File: config.mk
export PLATFORM = sky130hd
export DESIGN_NAME = instr_fetch_unit
export DESIGN_NICKNAME = d
export VERILOG_FILES = /design/src/rtl/mips_defs.sv /design/src/rtl/next_pc_calc.sv /design/src/rtl/instr_fetch_unit.sv
export SDC_FILE = /design/constraint.sdc
export NUM_CORES = 1
export LEC_CHECK = 0
export ABC_AREA = 1
export CAP_MARGIN = 0
export CORE_ASPECT_RATIO = 0.6
export CORE_MARGIN = 2
export CORE_UTILIZATION = 50
export CTS_CLUSTER_SIZE = 40
export DETAILED_ROUTE_END_ITERATION = 6
export PLACE_DENSITY = 0.95
export SLEW_MARGIN = 10
export SYNTH_ARGS = -nofsm -noshare
export SYNTH_HDL_FRONTEND = slang
export SYNTH_SLANG_ARGS = --single-unit
File: constraint.sdc
create_clock -name clk -period 6.35 [get_ports clk]
set_input_delay 1.27 -clock clk [delete_from_list [all_inputs] [get_ports clk]]
set_output_delay 1.27 -clock clk [all_outputs]
set_load 0.02 [all_outputs]
File: src/rtl/mips_defs.sv
// rtl/mips_defs.sv - shared PCSrc encodings and fetch FSM states
package mips_defs;

    localparam logic [1:0] PCSRC_SEQ = 2'd0;
    localparam logic [1:0] PCSRC_BR  = 2'd1;
    localparam logic [1:0] PCSRC_JR  = 2'd2;
    localparam logic [1:0] PCSRC_J   = 2'd3;

    typedef enum logic [1:0] {
        ST_FETCH = 2'd0,
        ST_EXEC  = 2'd1,
        ST_FAULT = 2'd2
    } fetch_state_e;

endpackage

File: src/rtl/next_pc_calc.sv
// rtl/next_pc_calc.sv - combinational next-PC select with misalignment flag
module next_pc_calc
    import mips_defs::*;
(
    input  logic [31:0] pc,
    input  logic [25:0] addr26,
    input  logic [1:0]  pc_src,
    input  logic [31:0] rs_data,
    output logic [31:0] pc_plus4,
    output logic [31:0] next_pc,
    output logic        misaligned
);

    logic [31:0] br_offset;

    assign pc_plus4  = pc + 32'd4;
    // Sign-extend before the shift so negative offsets stay negative.
    assign br_offset = {{14{addr26[15]}}, addr26[15:0], 2'b00};

    always_comb begin
        next_pc = pc_plus4;
        case (pc_src)
            PCSRC_SEQ: next_pc = pc_plus4;
            PCSRC_BR:  next_pc = pc_plus4 + br_offset;
            PCSRC_JR:  next_pc = rs_data;
            PCSRC_J:   next_pc = {pc_plus4[31:28], addr26, 2'b00};
            default:   next_pc = pc_plus4;
        endcase
    end

    assign misaligned = (next_pc[1:0] != 2'b00);

endmodule

File: src/rtl/instr_fetch_unit.sv
// rtl/instr_fetch_unit.sv - PC register, instruction fetch handshake and field decode
module instr_fetch_unit
    import mips_defs::*;
#(
    parameter logic [31:0] RESET_PC = 32'h0000_3000
) (
    input  logic        clk,
    input  logic        rst,
    output logic        ImemReq,
    output logic [31:0] ImemAddr,
    input  logic        ImemValid,
    input  logic [31:0] ImemData,
    input  logic [1:0]  PCSrc,
    input  logic [31:0] RsData,
    input  logic        Commit,
    output logic        InstrValid,
    output logic [31:0] Instr,
    output logic [5:0]  Opcode,
    output logic [4:0]  Rs,
    output logic [4:0]  Rt,
    output logic [4:0]  Rd,
    output logic [4:0]  Shamt,
    output logic [5:0]  Funct,
    output logic [15:0] Imm16,
    output logic [31:0] PC,
    output logic [31:0] PCPlus4,
    output logic        AddrErr
);

    fetch_state_e state_q, state_d;
    logic [31:0]  pc_q, pc_d;
    logic [31:0]  instr_q, instr_d;
    logic         addr_err_q, addr_err_d;
    logic [31:0]  next_pc;
    logic         misaligned;

    next_pc_calc u_next_pc_calc (
        .pc         (pc_q),
        .addr26     (instr_q[25:0]),
        .pc_src     (PCSrc),
        .rs_data    (RsData),
        .pc_plus4   (PCPlus4),
        .next_pc    (next_pc),
        .misaligned (misaligned)
    );

    always_comb begin
        state_d    = state_q;
        pc_d       = pc_q;
        instr_d    = instr_q;
        addr_err_d = addr_err_q;
        case (state_q)
            ST_FETCH: begin
                if (ImemValid) begin
                    instr_d = ImemData;
                    state_d = ST_EXEC;
                end
            end
            ST_EXEC: begin
                if (Commit) begin
                    if (misaligned) begin
                        addr_err_d = 1'b1;
                        state_d    = ST_FAULT;
                    end else begin
                        pc_d    = next_pc;
                        state_d = ST_FETCH;
                    end
                end
            end
            default: state_d = ST_FAULT;
        endcase
    end

    always_ff @(posedge clk) begin
        if (rst) begin
            state_q    <= ST_FETCH;
            pc_q       <= RESET_PC;
            instr_q    <= 32'd0;
            addr_err_q <= 1'b0;
        end else begin
            state_q    <= state_d;
            pc_q       <= pc_d;
            instr_q    <= instr_d;
            addr_err_q <= addr_err_d;
        end
    end

    // Request is masked while rst is held so it only appears once reset is released.
    assign ImemReq    = (state_q == ST_FETCH) && !rst;
    assign ImemAddr   = pc_q;
    assign InstrValid = (state_q == ST_EXEC);
    assign Instr      = instr_q;
    assign Opcode     = instr_q[31:26];
    assign Rs         = instr_q[25:21];
    assign Rt         = instr_q[20:16];
    assign Rd         = instr_q[15:11];
    assign Shamt      = instr_q[10:6];
    assign Funct      = instr_q[5:0];
    assign Imm16      = instr_q[15:0];
    assign PC         = pc_q;
    assign AddrErr    = addr_err_q;

endmodule

---- Word level (Yosys, flattened, before mapping) ----
Index checks and enable logic that the tools add are counted.
storage, ports and cells
  bits in registers ....................... 67
  bits of input ports ..................... 70
  output and inout bits ................... 179
  logic and storage cells ................. 27
operators by class
  $add $sub $neg .......................... 2
  eq/ne operators ......................... 6
  mux-type cells .......................... 5
  bitwise logic cells ..................... 1
  reduce and logical (&&, ||, !) cells .... 9
operators with widths
  kind                     number
  $pmux W32 S4             1
  $add A32 B3 Y32 const B  1
  $add A32 B32 Y32         1
  $mux W2                  3
  $reduce_and A3 Y1        2
  $eq A2 B1 Y1 const B     2
  $eq A2 B2 Y1 const B     2
  $logic_not A2 Y1         2
  $ne A2 B2 Y1 const B     2
  $pmux W2 S2              1
  $reduce_and A2 Y1        2
  $reduce_bool A2 Y1       1
  $logic_and A1 B1 Y1      1
  $logic_not A1 Y1         1
  $not A1 Y1               1

---- Longest topological paths before layout ----
Gate-level depths: netlist of run 1.
  depth after elaboration ................. 7
  mapped depth ............................ 25
  gate-level depth less buffers ........... 25

---- Hierarchy ----
A second synthesis of run 1 with hierarchy kept.
second synthesis, totals
  cells, all modules ...................... 1239
  area, all modules ....................... 7218.2 sq um
modules (own cells, without submodules)
  module            times used  cells an instance  area an instance (sq um)  seq. area each (sq um)
  next_pc_calc      1           760                3758.6                    0.0
  instr_fetch_unit  1           479                3459.6                    1341.3

---- Worst setup path before layout of run 1 ----
Ideal clock, no wire load.
  path type ............................... input -> output
  start ................................... input rst
  end ..................................... output ImemReq
  arrival ................................. 1.984 ns
  data required time ...................... 5.080 ns
  path slack .............................. 3.096 ns
  stages .................................. 3
  buffers on the path ..................... 2
  cell sequence ........................... clkbuf_1 clkbuf_1 nor2_1
on the way
  word-level cells in the longest chain between the ends .. 2
RTL lines
  element              RTL line                RTL
  start, declared      instr_fetch_unit.sv:8   input logic rst,
  $logic_not A1 Y1     instr_fetch_unit.sv:89  assign ImemReq = (state_q == ST_FETCH) && !rst;
  $logic_and A1 B1 Y1  instr_fetch_unit.sv:89
  end, declared        instr_fetch_unit.sv:9   output logic ImemReq,
Every way passes these cells.

---- Worst setup path in the final report of run 1 ----
Ends and elaborated chain as after synthesis.

==> flow_metrics.env, run 1 <==
export IMPL_endpoint_kind="output pin"
export IMPL_clock_skew_ns=0.0103
export IMPL_die_width_um=153
export IMPL_drv_slew=0
export IMPL_postRouteWirelength_mm=26.8
export IMPL_drc=0
export IMPL_synth_common_cells="nand2_1, inv_1, nor2_1"
export IMPL_drive_above_1_share_pct=4.17
export IMPL_cts_resized=0
export IMPL_cp_required_ns=5.08
export IMPL_grt_pass1_vias=7479
export IMPL_setup_violations_final=0
export IMPL_syn_num_nets=1223
export IMPL_synth_area_top_cells="dfxtp_1, nand2_1, buf_4, inv_1, nor2_1"
export IMPL_worst_setup_path_type="in2out"
export IMPL_num_io_pins=249
export IMPL_wl_met3_mm=4.14
export IMPL_slew_headroom_pct=18.1
export IMPL_cts_buffers=9
export IMPL_overflow=0
export IMPL_path_clk_slew_ns=0.06
export IMPL_syn_area_um2=6700
export IMPL_r2r_start="ImemAddr[3]"
export IMPL_grt_pass1_wl_mm=41.2
export IMPL_p_seq_share_pct=31.2
export IMPL_tns_ns=0
export IMPL_r2r_end="ImemAddr[24]"
export IMPL_ys_ff_latch=67
export IMPL_wl_met1_mm=10.9
export IMPL_leakage_uw=0.00415
export IMPL_grtUsageTotal_pct=36.8
export IMPL_p_clk_share_pct=35.4
export IMPL_nets=1372
export IMPL_ctsRootBufferMaster="clkbuf_16"
export IMPL_p_int_uw=1020
export IMPL_clockBufferDepth=2
export IMPL_syn2layout_area_growth_pct=34.3
export IMPL_sw_frac_of_total_pct=35.9
export IMPL_p_total_uw=1590
export IMPL_powerDensity_nw_per_um2=176
export IMPL_synth_top_cell_area_share_pct=20.0
export IMPL_port_buffer_count=248
export IMPL_clk_latency_ns=0.34
export IMPL_avgRoutedWirePerCell_um=18.6
export IMPL_grt_antenna_before_repair=0
export IMPL_dieArea_um2=14400
export IMPL_min_path_type="reg2reg"
export IMPL_vias_per_cell=5.68
export IMPL_fmax_mhz=221
export IMPL_dp_cells=1426
export IMPL_dr_first_iter_drc_count=1039
export IMPL_period_share_pct=71.2
export IMPL_min_delay_worst_endpoint="AddrErr"
export IMPL_rows=32
export IMPL_gp_congestion=1.01
export IMPL_antenna_cells=0
export IMPL_synth_edff_count=0
export IMPL_cts_tree="built"
export IMPL_hold_violations=0
export IMPL_power_frac_comb_pct=33.4
export IMPL_synth_cell_type_count=44
export IMPL_hold_buffers=0
export IMPL_hpwlAfterDp_mm=20.7
export IMPL_power_switching_uw=568
export IMPL_core_area_um2=13000
export IMPL_top_layer="met4"
export IMPL_synth_most_common_cell="nand2_1"
export IMPL_synth_seq_area_share_pct=20.0
export IMPL_maxCapViolCount=0
export IMPL_synth_yosys_warnings=0
export IMPL_drtPass1Iterations=7
export IMPL_min_path_cells=2
export IMPL_rrSetupSlack_ns=2.45
export IMPL_rsz0062_at_grt="false"
export IMPL_layout_min_cycle_time_ns=4.52
export IMPL_arrival_ns=3.25
export IMPL_final_setup_worst_slack_ns=1.83
export IMPL_status="finished, final reports clean"
export IMPL_worst_slew_pin_slew_ns=1.23
export IMPL_htree_levels=3
export IMPL_vdd_drop_max_v=0.000154
export IMPL_wl_met2_mm=11.1
export IMPL_start_util_pct=51.6
export IMPL_synth_ff_type="dfxtp_1"
export IMPL_pre_cts_ws_ns=1.90
export IMPL_yosysTopAreaCell="dfxtp_1"
export IMPL_cts_setup_buffers=0
export IMPL_synthArstFlopShare_pct=0
export IMPL_grt_max_degree=44
export IMPL_cts_sinks=67
export IMPL_vias=8185
export IMPL_synth_avg_cell_area_um2=5.99
export IMPL_worstRegToRegCells=21
export IMPL_fin_cells=1442
export IMPL_synth_cells=1118
export IMPL_ant_nets=0
export IMPL_min_from="AddrErr"
export IMPL_startpoint_type="input port"
export IMPL_crit_path_max_fanout=26
export IMPL_fp_dieH_um=93.6
[power groups by stage]
stage | Combinational, uW | Clock, uW | Sequential, uW
2_1_floorplan | 288 | 0 | 516
3_3_place_gp | 504 | 0 | 500
3_5_place_dp | 512 | 0 | 501
4_1_cts | 517 | 558 | 493
5_1_grt | 561 | 575 | 498
6_report | 529 | 561 | 495
[state kept, by name (all words and copies together) (netlist names)]
register,count
ImemAddr,32
Instr,32
state_q,2
AddrErr,1
[cell usage in the layout (no fill, tap or decap), types with 6 or more instances in the layout]
cell,netlist,routed
o21ai_0,61,61
clkbuf_16,0,9
nor3_1,12,12
nand3b_1,6,6
ha_1,34,34
dfxtp_1,67,67
clkdlybuf4s50_1,0,248
nor2_1,129,127
nand3_1,59,59
nand2_1,296,296
o211ai_1,7,7
xnor2_1,10,10
xor2_1,12,12
inv_1,144,144
a221oi_1,13,13
a21oi_1,80,80
nand4_1,14,14
o21bai_1,6,6
[stage by stage]
| stage | instance area, um2 | hold WS (ns) | util [%] |
|---|---|---|---|
| after floorplan | 6700 | 0.514 | - |
| after global placement | 8670 | 0.473 | 66.8 |
| after detailed placement | 8670 | 0.478 | 66.8 |
| after CTS | 9000 | 0.500 | 69.3 |
| after global routing | 9000 | 0.525 | 69.3 |
| final | 9000 | 0.503 | 69.3 |
[routing by layer]
| metal | GRT usage [%] | up-vias |
|---|---|---|
| li1 | - | 3807 |
| met1 | 50.8 | 3692 |
| met2 | 56.1 | 607 |
| met3 | 11.2 | 79 |
| met4 | 9.25 | 0 |
| met5 | 0 | - |
[how the worst max path moves through the flow]
stage	start	end	slack [ns]
global route	rst	ImemReq	1.79
floorplan	rst	ImemReq	3.10
global placement	rst	ImemReq	1.91
CTS	rst	ImemReq	1.88
finish	rst	ImemReq	1.83
detailed placement	rst	ImemReq	1.90
[critical path, cell delays in order]
cell and delay [ns]:
clkdlybuf4s50_1 1.00, nor2_1 0.33, clkdlybuf4s50_1 0.64
[cells by family (layout without fill, tap and decap cells)]
family,Yosys count,count (layout),share of synthesized area [%]
adders and majority gates,35,35,6.65
and+or+nand+nor,542,542,34.7
AOI/OAI and AO/OA,189,189,16.1
buffers and inverters,262,416,19.5
DFF,67,67,20.0
xor gates and xnor gates,23,23,3.12
[final cells by class]
class	instances	area [um2]
multi-input combinational	789	4060
fill	1113	3980
timing repair buffer	250	2500
sequential	67	1340
inverter	150	566
clock buffer	9	225
tap	170	213
clock inverter	7	98.8
No activity file was read; power rests on OpenSTA's default activity.
==> run 2, diff against run 1 <==
- CORE_UTILIZATION: 50 -> 42
- PLACE_DENSITY: 0.95 -> 0.88
- clock period: 6.35 -> 4 ns (I/O delays scaled with it)
==> flow_metrics.env, run 2 (synthesis results as in run 1) <==
export IMPL_vias_per_cell=5.41
export IMPL_final_cell_area_um2=9090
export IMPL_drive_above_1_share_pct=5.13
export IMPL_pre_cts_ws_ns=0.394
export IMPL_hold_violations=0
export IMPL_vdd_drop_max_v=0.000194
export IMPL_path_clk_slew_ns=0.06
export IMPL_period_share_pct=92.5
export IMPL_tns_ns=0
export IMPL_gr_usage_met2_pct=46.9
export IMPL_layout_min_cycle_time_ns=3.70
export IMPL_rsz0062_at_grt="false"
export IMPL_drtPass1Iterations=6
export IMPL_cts_setup_buffers=0
export IMPL_leakage_uw=0.00420
export IMPL_antenna_cells=0
export IMPL_p_clk_share_pct=32.1
export IMPL_clk_latency_ns=0.35
export IMPL_overflow=0
export IMPL_cts_tree="built"
export IMPL_final_common_cell="nand2_1"
export IMPL_htree_levels=3
export IMPL_sw_frac_of_total_pct=37.7
export IMPL_grt_pass1_vias=7410
export IMPL_syn2layout_area_growth_pct=35.8
export IMPL_nets=1386
export IMPL_grtUsageMet3_pct=10.4
export IMPL_dr_first_iter_drc_count=859
export IMPL_worst_setup_path_type="reg2out"
export IMPL_port_buffer_count=248
export IMPL_worst_slew_pin_slew_ns=1.15
export IMPL_min_path_type="reg2reg"
export IMPL_cts_sinks=67
export IMPL_startpoint_type="flop"
export IMPL_p_seq_share_pct=32.6
export IMPL_slew_headroom_pct=22.7
export IMPL_power_frac_comb_pct=35.4
export IMPL_cts_buffers=9
export IMPL_die_width_um=167
export IMPL_grtUsageTotal_pct=31.6
export IMPL_cp_cell_sequence="nand2_1, nor3_1, nand2_1, nor2_1, xor2_1, buf_4, clkdlybuf4s50_1"
export IMPL_hpwlAfterDp_mm=21.9
export IMPL_setup_violations_final=0
export IMPL_final_setup_worst_slack_ns=0.299
export IMPL_crit_path_max_fanout=7
export IMPL_dieArea_um2=17000
export IMPL_postRouteWirelength_mm=27.2
export IMPL_grt_antenna_before_repair=0
export IMPL_clockBufferDepth=2
export IMPL_max_stage_delay_ns=0.61
export IMPL_clock_skew_ns=0.0107
export IMPL_cp_required_ns=3.20
export IMPL_utilization_pct=58.8
export IMPL_hold_buffers=0
export IMPL_layout_common_cells="nand2_1, clkdlybuf4s50_1, inv_1, nor2_1, a21oi_1"
export IMPL_p_int_uw=1500
export IMPL_place_area_um2=8820
export IMPL_crit_top_cell="nand2_1"
export IMPL_drc=0
export IMPL_drv_slew=0
export IMPL_crit_slowest_cell="clkdlybuf4s50_1"
export IMPL_start_util_pct=43.3
export IMPL_vias=8051
export IMPL_arrival_ns=2.90
export IMPL_grt_pass1_wl_mm=41.2
export IMPL_num_io_pins=249
export IMPL_ctsRootBufferMaster="clkbuf_16"
export IMPL_status="finished, final reports clean"
export IMPL_gp_congestion=0.991
export IMPL_maxCapViolCount=0
export IMPL_powerDensity_nw_per_um2=264
export IMPL_rows=35
export IMPL_endpoint_kind="output pin"
export IMPL_ant_nets=0
export IMPL_groute_layer_met1_usage_pct=44.0
export IMPL_cts_resized=0
export IMPL_grt_busiest_layer="met2"
export IMPL_power_switching_uw=905
export IMPL_core_area_um2=15500
export IMPL_fp_dieH_um=102
export IMPL_avgRoutedWirePerCell_um=18.3
export IMPL_fmax_mhz=270
export IMPL_grt_max_degree=45
## run 2: final cells by class
cell class	instances	area, um2
clock buffers	9	225
clock inverters	7	52.6
fillers	1474	6360
inverters	150	566
multi-input cells	789	4050
flip-flops and latches	67	1340
well taps	203	254
repair buffers	264	2600
## run 2: routing by layer
| metal | wire length [um] | share of wire (%) |
|---|---|---|
| met5 | 0 | 0 |
| met4 | 618 | 2.3 |
| met3 | 3870 | 14 |
| met2 | 11000 | 40 |
| met1 | 11700 | 43 |
## run 2: stage by stage
stage	instances	total power (uW)	hold slack [ns]
after global routing	1489	2490	0.545
after detailed placement	1473	1620	0.464
after floorplan	1118	1280	0.514
final	1489	2400	0.500
after CTS	1489	2380	0.500
after global placement	1473	1610	0.480
## run 2: power groups by stage
stage                     Sequential, uW  Clock [uW]  Combinational, uW
final                                782         769                849
after global routing                 788         797                902
after CTS                            780         767                834
after detailed placement             794           0                828
after global placement               793           0                818
after floorplan                      819           0                457
## run 2: path summary, 6_finish.rpt
check	cells past startpoint	startpoint	slack, ns	endpoint
worst min-delay path	2	AddrErr	0.50	AddrErr
worst max-delay path	7	ImemAddr[4]	0.30	PCPlus4[12]
worst min register to register	2	AddrErr	0.50	AddrErr
worst max register to register	22	ImemAddr[3]	0.33	ImemAddr[21]
## run 2: critical path: cells and delay by family, from the launching register on
kind / cells / cell delay [ns]
simple gates: 4 / 0.64
buf+inv: 2 / 0.83
flops: 1 / 0.55
xor+xnor: 1 / 0.53
==> run 3, diff against run 2 <==
==> constraint.sdc (replaced) <==
create_clock -name clk -period 4 [get_ports clk]
set_input_delay 0.8 -clock clk [delete_from_list [all_inputs] [get_ports clk]]
set_output_delay 0.8 -clock clk [all_outputs]
set_load 0.05 [all_outputs]
==> flow_metrics.env, run 3 (synthesis results as in run 1) <==
export IMPL_layout_common_cells="nand2_1, clkdlybuf4s50_1, inv_1, nor2_1, a21oi_1"
export IMPL_endpoint_kind="output pin"
export IMPL_worst_setup_path_type="reg2out"
export IMPL_drive_above_1_share_pct=4.84
export IMPL_cts_buffers=9
export IMPL_fp_dieH_um=102
export IMPL_postRouteWirelength_mm=27.6
export IMPL_place_area_um2=8780
export IMPL_arrival_ns=3.02
export IMPL_hold_buffers=0
export IMPL_path_clk_slew_ns=0.07
export IMPL_final_cell_area_um2=9100
export IMPL_cts_setup_buffers=0
export IMPL_leakage_uw=0.00419
export IMPL_drtPass1Iterations=6
export IMPL_status="finished, final reports clean"
export IMPL_period_share_pct=95.5
export IMPL_grt_pass1_vias=7468
export IMPL_crit_path_max_fanout=7
export IMPL_vias=8015
export IMPL_grt_pass1_wl_mm=42.4
export IMPL_nets=1380
export IMPL_overflow=0
export IMPL_dieArea_um2=17000
export IMPL_grt_max_degree=45
export IMPL_cts_sinks=67
export IMPL_clock_skew_ns=0.0105
export IMPL_rsz0062_at_grt="false"
export IMPL_cp_required_ns=3.20
export IMPL_hpwlAfterDp_mm=21.9
export IMPL_tns_ns=0
export IMPL_worst_slew_pin_slew_ns=1.22
export IMPL_powerDensity_nw_per_um2=299
export IMPL_fmax_mhz=262
export IMPL_ctsRootBufferMaster="clkbuf_16"
export IMPL_cts_tree="built"
export IMPL_slew_headroom_pct=18.3
export IMPL_start_util_pct=43.3
export IMPL_drv_slew=0
export IMPL_core_area_um2=15500
export IMPL_setup_violations_final=0
export IMPL_dr_first_iter_drc_count=1171
export IMPL_grt_antenna_before_repair=0
export IMPL_avgRoutedWirePerCell_um=18.6
export IMPL_antenna_cells=0
export IMPL_gp_congestion=1.06
export IMPL_final_common_cell="nand2_1"
export IMPL_clk_latency_ns=0.35
export IMPL_clockBufferDepth=2
export IMPL_grtUsageTotal_pct=32.4
export IMPL_ant_nets=0
export IMPL_port_buffer_count=248
export IMPL_layout_min_cycle_time_ns=3.82
export IMPL_htree_levels=3
export IMPL_die_width_um=167
export IMPL_hold_violations=0
export IMPL_hold_slack_ns=0.496
export IMPL_vias_per_cell=5.40
export IMPL_num_io_pins=249
export IMPL_min_path_type="reg2reg"
export IMPL_drc=0
export IMPL_vdd_drop_max_v=0.000278
export IMPL_rows=35
export IMPL_syn2layout_area_growth_pct=35.8
export IMPL_startpoint_type="flop"
export IMPL_maxCapViolCount=0
## run 3: final timing paths
| kind | slack [ns] | endpoint | depth (start not counted) | start |
|---|---|---|---|---|
| setup / recovery | 0.18 | PCPlus4[13] | 5 | ImemAddr[10] |
| hold reg to reg | 0.50 | Instr[16] | 2 | Instr[16] |
| hold / removal | 0.50 | Instr[16] | 2 | Instr[16] |
| setup reg to reg | 0.36 | ImemAddr[22] | 16 | ImemAddr[10] |
## run 3: per-layer routing
layer / global-route usage [%] / part of all wire, %
met5: 0 / 0
met2: 48.6 / 40
met4: 7.96 / 2.3
met1: 45.7 / 43
met3: 9.53 / 15
## run 3: per-stage QoR
step                      utilization, %  total power (uW)  setup slack, ns  std cells
after floorplan                        -              1520            0.122       1118
after global placement              56.8              1850            0.523       1467
after detailed placement            56.8              1860            0.452       1467
after CTS                           58.8              2710            0.197       1483
after global routing                58.8              2810           0.0708       1483
final                               58.8              2720            0.179       1483
## run 3: critical path, cell delays in order, from the launching register on
cell and delay (ns):
dfxtp_1 0.57, nand2_2 0.14, nor2_1 0.16, nand3_1 0.11
xnor2_1 0.71, clkdlybuf4s50_1 0.98
## run 3: layout make-up
cell class / instances / area (um2)
flip-flops and latches: 67 / 1340
clock buffers: 9 / 225
fillers: 1489 / 6360
well taps: 203 / 254
repair buffers: 258 / 2560
clock inverters: 7 / 82.6
inverters: 150 / 566
multi-input cells: 789 / 4070
## run 3: what timing repair did
| item | 4_1_cts | 5_1_grt |
|---|---|---|
| endpoints found under the setup margin | 0 | 2 |
| hold endpoints to repair | 0 | 0 |
| gates resized for setup | 0 | 2 |
## run 3: power breakdown
group / switching [uW] / leakage [uW] / internal, uW / total, uW
Clock: 359 / 0.000145 / 493 / 852
Sequential: 75.2 / 0.000550 / 708 / 784
Combinational: 727 / 0.00350 / 358 / 1090
Total: 1160 / 0.00419 / 1560 / 2720
